==> src/rtl/demux_pkg.sv <==
// demux_pkg: shared FSM state type and route constants for the 1:2 stream demux
package demux_pkg;
    typedef enum logic {ST_IDLE, ST_LOCKED} state_e;
    localparam logic SEL_OUT0 = 1'b0;
    localparam logic SEL_OUT1 = 1'b1;
endpackage

==> src/rtl/demux_1x2_stream_if.sv <==
// demux_1x2_stream_if: valid/ready beat stream with data and end-of-packet marker
interface demux_1x2_stream_if #(parameter int WIDTH = 2);
    logic [WIDTH-1:0] data;
    logic             valid;
    logic             last;
    logic             ready;
    modport master (output data, output valid, output last, input ready);
    modport slave  (input data, input valid, input last, output ready);
endinterface

==> src/rtl/demux_out_reg.sv <==
// demux_out_reg: 1-entry output register; refill is allowed in the same cycle as a drain
module demux_out_reg #(
    parameter int WIDTH = 2
) (
    input  logic             clk,
    input  logic             rst_n,
    input  logic             wr_en_i,
    input  logic [WIDTH-1:0] wr_data_i,
    input  logic             wr_last_i,
    output logic             free_o,
    output logic             drain_o,
    demux_1x2_stream_if.master m
);
    logic             valid_q, valid_d;
    logic [WIDTH-1:0] data_q, data_d;
    logic             last_q, last_d;

    assign free_o  = !valid_q | m.ready;
    assign drain_o = valid_q & m.ready;
    assign m.valid = valid_q;
    assign m.data  = data_q;
    assign m.last  = last_q;

    // a write always wins; otherwise an undrained beat stays put, so data/last hold while stalled
    always_comb begin
        valid_d = wr_en_i | (valid_q & !m.ready);
        data_d  = wr_en_i ? wr_data_i : data_q;
        last_d  = wr_en_i ? wr_last_i : last_q;
    end

    // register the slot; reset discards any held beat
    always_ff @(posedge clk or negedge rst_n) begin
        if (!rst_n) begin
            valid_q <= 1'b0;
            data_q  <= '0;
            last_q  <= 1'b0;
        end else begin
            valid_q <= valid_d;
            data_q  <= data_d;
            last_q  <= last_d;
        end
    end
endmodule

==> src/rtl/demux_1x2_stream.sv <==
// demux_1x2_stream: steers whole packets from one stream to out0/out1, route locked per packet
module demux_1x2_stream
    import demux_pkg::*;
#(
    parameter int WIDTH = 2,
    parameter int CNT_W = 8
) (
    input  logic               clk,
    input  logic               rst_n,
    demux_1x2_stream_if.slave  in_s,
    input  logic               select,
    demux_1x2_stream_if.master out0,
    demux_1x2_stream_if.master out1,
    output logic [CNT_W-1:0]   pkt_cnt0,
    output logic [CNT_W-1:0]   pkt_cnt1,
    output logic               busy
);
    state_e           state_q;
    logic             route_q, busy_q;
    logic [CNT_W-1:0] cnt0_q, cnt0_d, cnt1_q, cnt1_d;
    logic             route, accept;
    logic             free0, free1, drain0, drain1;

    assign route     = (state_q == ST_IDLE) ? select : route_q;
    assign in_s.ready = (route == SEL_OUT1) ? free1 : free0;
    assign accept    = in_s.valid & in_s.ready;
    assign busy      = busy_q;
    assign pkt_cnt0  = cnt0_q;
    assign pkt_cnt1  = cnt1_q;

    demux_out_reg #(.WIDTH(WIDTH)) u_out0 (
        .clk(clk), .rst_n(rst_n),
        .wr_en_i(accept & (route == SEL_OUT0)), .wr_data_i(in_s.data), .wr_last_i(in_s.last),
        .free_o(free0), .drain_o(drain0), .m(out0)
    );

    demux_out_reg #(.WIDTH(WIDTH)) u_out1 (
        .clk(clk), .rst_n(rst_n),
        .wr_en_i(accept & (route == SEL_OUT1)), .wr_data_i(in_s.data), .wr_last_i(in_s.last),
        .free_o(free1), .drain_o(drain1), .m(out1)
    );

    // packet FSM: every accepted beat re-latches the route; a non-last beat locks it
    always_ff @(posedge clk or negedge rst_n) begin
        if (!rst_n) begin
            state_q <= ST_IDLE;
            route_q <= SEL_OUT0;
            busy_q  <= 1'b0;
        end else if (accept) begin
            route_q <= route;
            state_q <= in_s.last ? ST_IDLE : ST_LOCKED;
            busy_q  <= !in_s.last;
        end
    end

    // a packet counts as completed when its last beat leaves the output register
    always_comb begin
        cnt0_d = cnt0_q + CNT_W'(drain0 & out0.last);
        cnt1_d = cnt1_q + CNT_W'(drain1 & out1.last);
    end

    // wrapping completed-packet counters
    always_ff @(posedge clk or negedge rst_n) begin
        if (!rst_n) begin
            cnt0_q <= '0;
            cnt1_q <= '0;
        end else begin
            cnt0_q <= cnt0_d;
            cnt1_q <= cnt1_d;
        end
    end
endmodule
==> src/flat_wrapper.sv <==
// flat-port wrapper written by rule: the top's interface ports become plain ports
module demux_1x2_stream_flat import demux_pkg::*;
#(
    parameter int WIDTH = 2,
    parameter int CNT_W = 8
)
  (clk, rst_n, select, pkt_cnt0, pkt_cnt1, busy, in_s_data, in_s_valid, in_s_last, in_s_ready, out0_data, out0_valid, out0_last, out0_ready, out1_data, out1_valid, out1_last, out1_ready);
  demux_1x2_stream_if #(.WIDTH(WIDTH)) in_s_i ();
  demux_1x2_stream_if #(.WIDTH(WIDTH)) out0_i ();
  demux_1x2_stream_if #(.WIDTH(WIDTH)) out1_i ();
  input  logic clk;
  input  logic rst_n;
  input  logic select;
  output logic [CNT_W-1:0] pkt_cnt0;
  output logic [CNT_W-1:0] pkt_cnt1;
  output logic busy;
  input wire logic [$bits(in_s_i.data)-1:0] in_s_data;
  input wire logic [$bits(in_s_i.valid)-1:0] in_s_valid;
  input wire logic [$bits(in_s_i.last)-1:0] in_s_last;
  output wire logic [$bits(in_s_i.ready)-1:0] in_s_ready;
  output wire logic [$bits(out0_i.data)-1:0] out0_data;
  output wire logic [$bits(out0_i.valid)-1:0] out0_valid;
  output wire logic [$bits(out0_i.last)-1:0] out0_last;
  input wire logic [$bits(out0_i.ready)-1:0] out0_ready;
  output wire logic [$bits(out1_i.data)-1:0] out1_data;
  output wire logic [$bits(out1_i.valid)-1:0] out1_valid;
  output wire logic [$bits(out1_i.last)-1:0] out1_last;
  input wire logic [$bits(out1_i.ready)-1:0] out1_ready;
  assign in_s_i.data = in_s_data;
  assign in_s_i.valid = in_s_valid;
  assign in_s_i.last = in_s_last;
  assign in_s_ready = in_s_i.ready;
  assign out0_data = out0_i.data;
  assign out0_valid = out0_i.valid;
  assign out0_last = out0_i.last;
  assign out0_i.ready = out0_ready;
  assign out1_data = out1_i.data;
  assign out1_valid = out1_i.valid;
  assign out1_last = out1_i.last;
  assign out1_i.ready = out1_ready;
  demux_1x2_stream #(.WIDTH(WIDTH), .CNT_W(CNT_W)) u_core (.clk(clk), .rst_n(rst_n), .in_s(in_s_i), .select(select), .out0(out0_i), .out1(out1_i), .pkt_cnt0(pkt_cnt0), .pkt_cnt1(pkt_cnt1), .busy(busy));
endmodule
==> config.mk <==
export PLATFORM = sky130hd
export DESIGN_NAME = demux_1x2_stream_flat
export DESIGN_NICKNAME = d
export VERILOG_FILES = /design/src/rtl/demux_pkg.sv /design/src/rtl/demux_1x2_stream_if.sv /design/src/rtl/demux_out_reg.sv /design/src/rtl/demux_1x2_stream.sv /design/src/flat_wrapper.sv
export SDC_FILE = /design/constraint.sdc
export NUM_CORES = 1
export LEC_CHECK = 0
export ABC_AREA = 1
export BUFFER_PORTS_ARGS = -buffer_cell sky130_fd_sc_hd__buf_2
export CORE_MARGIN = 2
export CORE_UTILIZATION = 40
export CTS_CLUSTER_DIAMETER = 120
export DETAILED_ROUTE_END_ITERATION = 12
export PLACE_DENSITY_LB_ADDON = 0.12
export SKIP_LAST_GASP = 1
export SLEW_MARGIN = 20
export SYNTH_ARGS = -nofsm -noshare
export SYNTH_HDL_FRONTEND = slang
export SYNTH_HIERARCHICAL = 1
export SYNTH_SLANG_ARGS = --single-unit
==> constraint.sdc <==
create_clock -name clk -period 1.65 [get_ports clk]
set_input_delay 0.33 -clock clk [delete_from_list [all_inputs] [get_ports clk]]
set_output_delay 0.33 -clock clk [all_outputs]
set_load 0.02 [all_outputs]
==> results.cfg <==
[run_status]
status = finished with violations
violations = negative hold slack

[final_layout]
final_cell_mix = nand2_1, buf_2, dfrtp_1
drive_gt1_share_pct = 33.8
final_common_cell = nand2_1
n_antenna_cell = 0
fin_cells = 191
final_nets = 174
syn_to_final_growth_pct = 23.2

[synth]
synthAdderAreaFrac_pct = 4.35
synth_cell_types = 14
yosys.area.top_type = dfrtp_1
synthesis.area_um2 = 1150
synth_top_family_by_area = simple AND/OR/NAND/NOR gates
synth-compound-area-share_pct = 0
synth_fp_nets = 134
yosys-top-cells-area = dfrtp_1, nand2_1, xor2_1, ha_1, inv_1
synth_top_area_share_pct = 56.6
ys_warn_count = 6
syn-instance-count = 121
synth_mux_area_share_pct = 0
syn_area_per_cell_um2 = 9.50
synth-simple-area-share_pct = 24.7
ys_ff_latch = 26
synth_xor_xnor_area_share_pct = 9.14
synth-seq-area-share_pct = 56.6

[placement]
portBuffers = 34
gp_congestion = 0.766
dp_hpwl_mm = 1.59
placed_cells = 186

[power_and_ir_drop]
power_density_nw_per_um2 = 1420
vdd_drop_max_mv = 0.781
total_power_mw = 2.01
power_leakage_nw = 0.848

[sta]
max_slew_margin_pct = 62.0
fmax_mhz = 649
slew_violations = 0
finalCriticalPeriod_ns = 1.54
whs_ns = -0.00916
worst_pin_slew_ns = 0.570
clock_skew_ns = 0.00784
period_share_pct = 93.4
finalHoldViolCount = 24
finalSetupViolCount = 0

[clock_network]
clkTransAtPathRegs_ns = 0.14
clk_latency_ns = 0.31
cts_buffer_depth = 2
cts_tree = yes
clock-sinks = 26
cts_buffers = 3
clockRootBuffer = clkbuf_4
htree_num_levels = 1
hold_buffers = 0

[floorplanning]
num_io_pins = 35
die_y_um = 57.6
dieArea_um2 = 3320
core_um2 = 2730
rows = 19
die_w_um = 57.6
initial_core_util_pct = 42.1

[setup_path]
worstSetupEndpointType = output pin
critPathLaunchType = register
path_class = reg -> out
cp.required_ns = 1.32
cp_max_fo = 4
critical_path_arrival_ns = 1.21

[route]
drc = 0
via_per_inst = 4.54
vias = 867
wl_mm = 2.07
drt-pass1-iter-count = 4
avgRoutedWirePerCell_um = 10.8
drtIter0Drc = 20
antenna_left = 0

[global_routing]
grt_start_max_net_pins = 27
grt_overflow = 0
antenna_found_initial = 0
grt_pass1_wl_mm = 3.57
first_global_vias = 834
grtUsageTotal_pct = 13.8

[flow_run]
max_cap_viol_count = 0

[worst_hold_path]
holdCritPathClass = in -> async
[per-layer routing]
metal,vias up,wire length (um),GRT usage (%)
li1,440,-,-
met3,2,100,2.01
met2,19,1050,22.6
met4,0,8,4.98
met1,406,916,18.7
met5,-,0,0
[metrics by stage]
| step | area [um^2] | hold WS, ns | utilization, % | setup WS [ns] | TNS [ns] |
|---|---|---|---|---|---|
| detailed placement | 1360 | 0.369 | 49.7 | 0.142 | 0 |
| CTS | 1400 | 0.00281 | 51.0 | 0.0620 | 0 |
| global route | 1420 | 0.0151 | 51.8 | -0.000967 | -0.000967 |
| finish | 1420 | -0.00916 | 51.8 | 0.109 | 0 |
| global placement | 1360 | 0.362 | 49.7 | 0.208 | 0 |
| floorplan | 1150 | 0.0344 | - | 0.141 | 0 |
[worst max-delay path: stages (launching register included)]
cell     delay (ns)
dfrtp_1        0.45
inv_2          0.07
nand2_2        0.07
nand2_4        0.07
nand2_1        0.05
nand2_1        0.07
buf_6          0.11
[where the power goes]
| part | internal (mW) | switching [mW] | leakage [nW] | total, mW |
|---|---|---|---|---|
| logic | 0.251 | 0.472 | 0.491 | 0.724 |
| clock network | 0.135 | 0.183 | 0.0210 | 0.318 |
| registers | 0.814 | 0.150 | 0.337 | 0.963 |
| total | 1.20 | 0.806 | 0.848 | 2.01 |
[Yosys cell counts, drive strengths merged]
cell / instances
nand2: 46
dfrtp: 26
inv: 16
nand3: 8
nor2: 8
xor2: 7
xnor2: 5
ha: 4
nand4: 1
[cell type report]
class	instances	area (um^2)
fillers	279	1320
flip-flops and latches	26	651
multi-input cells	79	447
repair buffers	35	184
inverters	16	60.1
well taps	31	38.8
clock buffers	4	36.3
[flip-flops by register name, summed over array words and instances, names as in the netlist]
signal,count
u_core/u_out1/m.data,2
u_core/u_out1/m.last,1
u_core/u_out0/m.valid,1
u_core/pkt_cnt0,8
u_core/u_out0/m.data,2
u_core/u_out0/m.last,1
u_core/route_q,1
u_core/state_q,1
u_core/pkt_cnt1,8
u_core/u_out1/m.valid,1
[logic make-up after synthesis]
kind of cell / after synthesis
and+or+nand+nor: 63
DFF: 26
buffers and inverters: 16
xor gates and xnor gates: 12
adders and majority gates: 4
[path summary, 6_finish.rpt]
kind                                            startpoint                                  end  slack [ns]  cells after the start
setup / recovery                u_core/state_q$_DFFE_PN0N_                           in_s_ready        0.11                      6
hold / removal                                       rst_n      u_core/u_out1/m.valid$_DFF_PN0_      -0.009                      1
setup reg to reg           u_core/u_out0/m.valid$_DFF_PN0_         u_core/pkt_cnt0[6]$_DFF_PN0_        0.19                     10
hold reg to reg               u_core/pkt_cnt0[7]$_DFF_PN0_         u_core/pkt_cnt0[7]$_DFF_PN0_        0.48                      1
max in group asynchronous                            rst_n  u_core/u_out1/m.data[0]$_DFFE_PN0P_        1.29                      1
min in group clk                              in_s_data[0]  u_core/u_out0/m.data[0]$_DFFE_PN0P_        0.22                      3
[timing repair]
item	in CTS	in global routing
gates resized for setup	0	5
endpoints found under the setup margin	0	1
setup buffers	0	1
No activity file was read; power rests on OpenSTA's default activity.
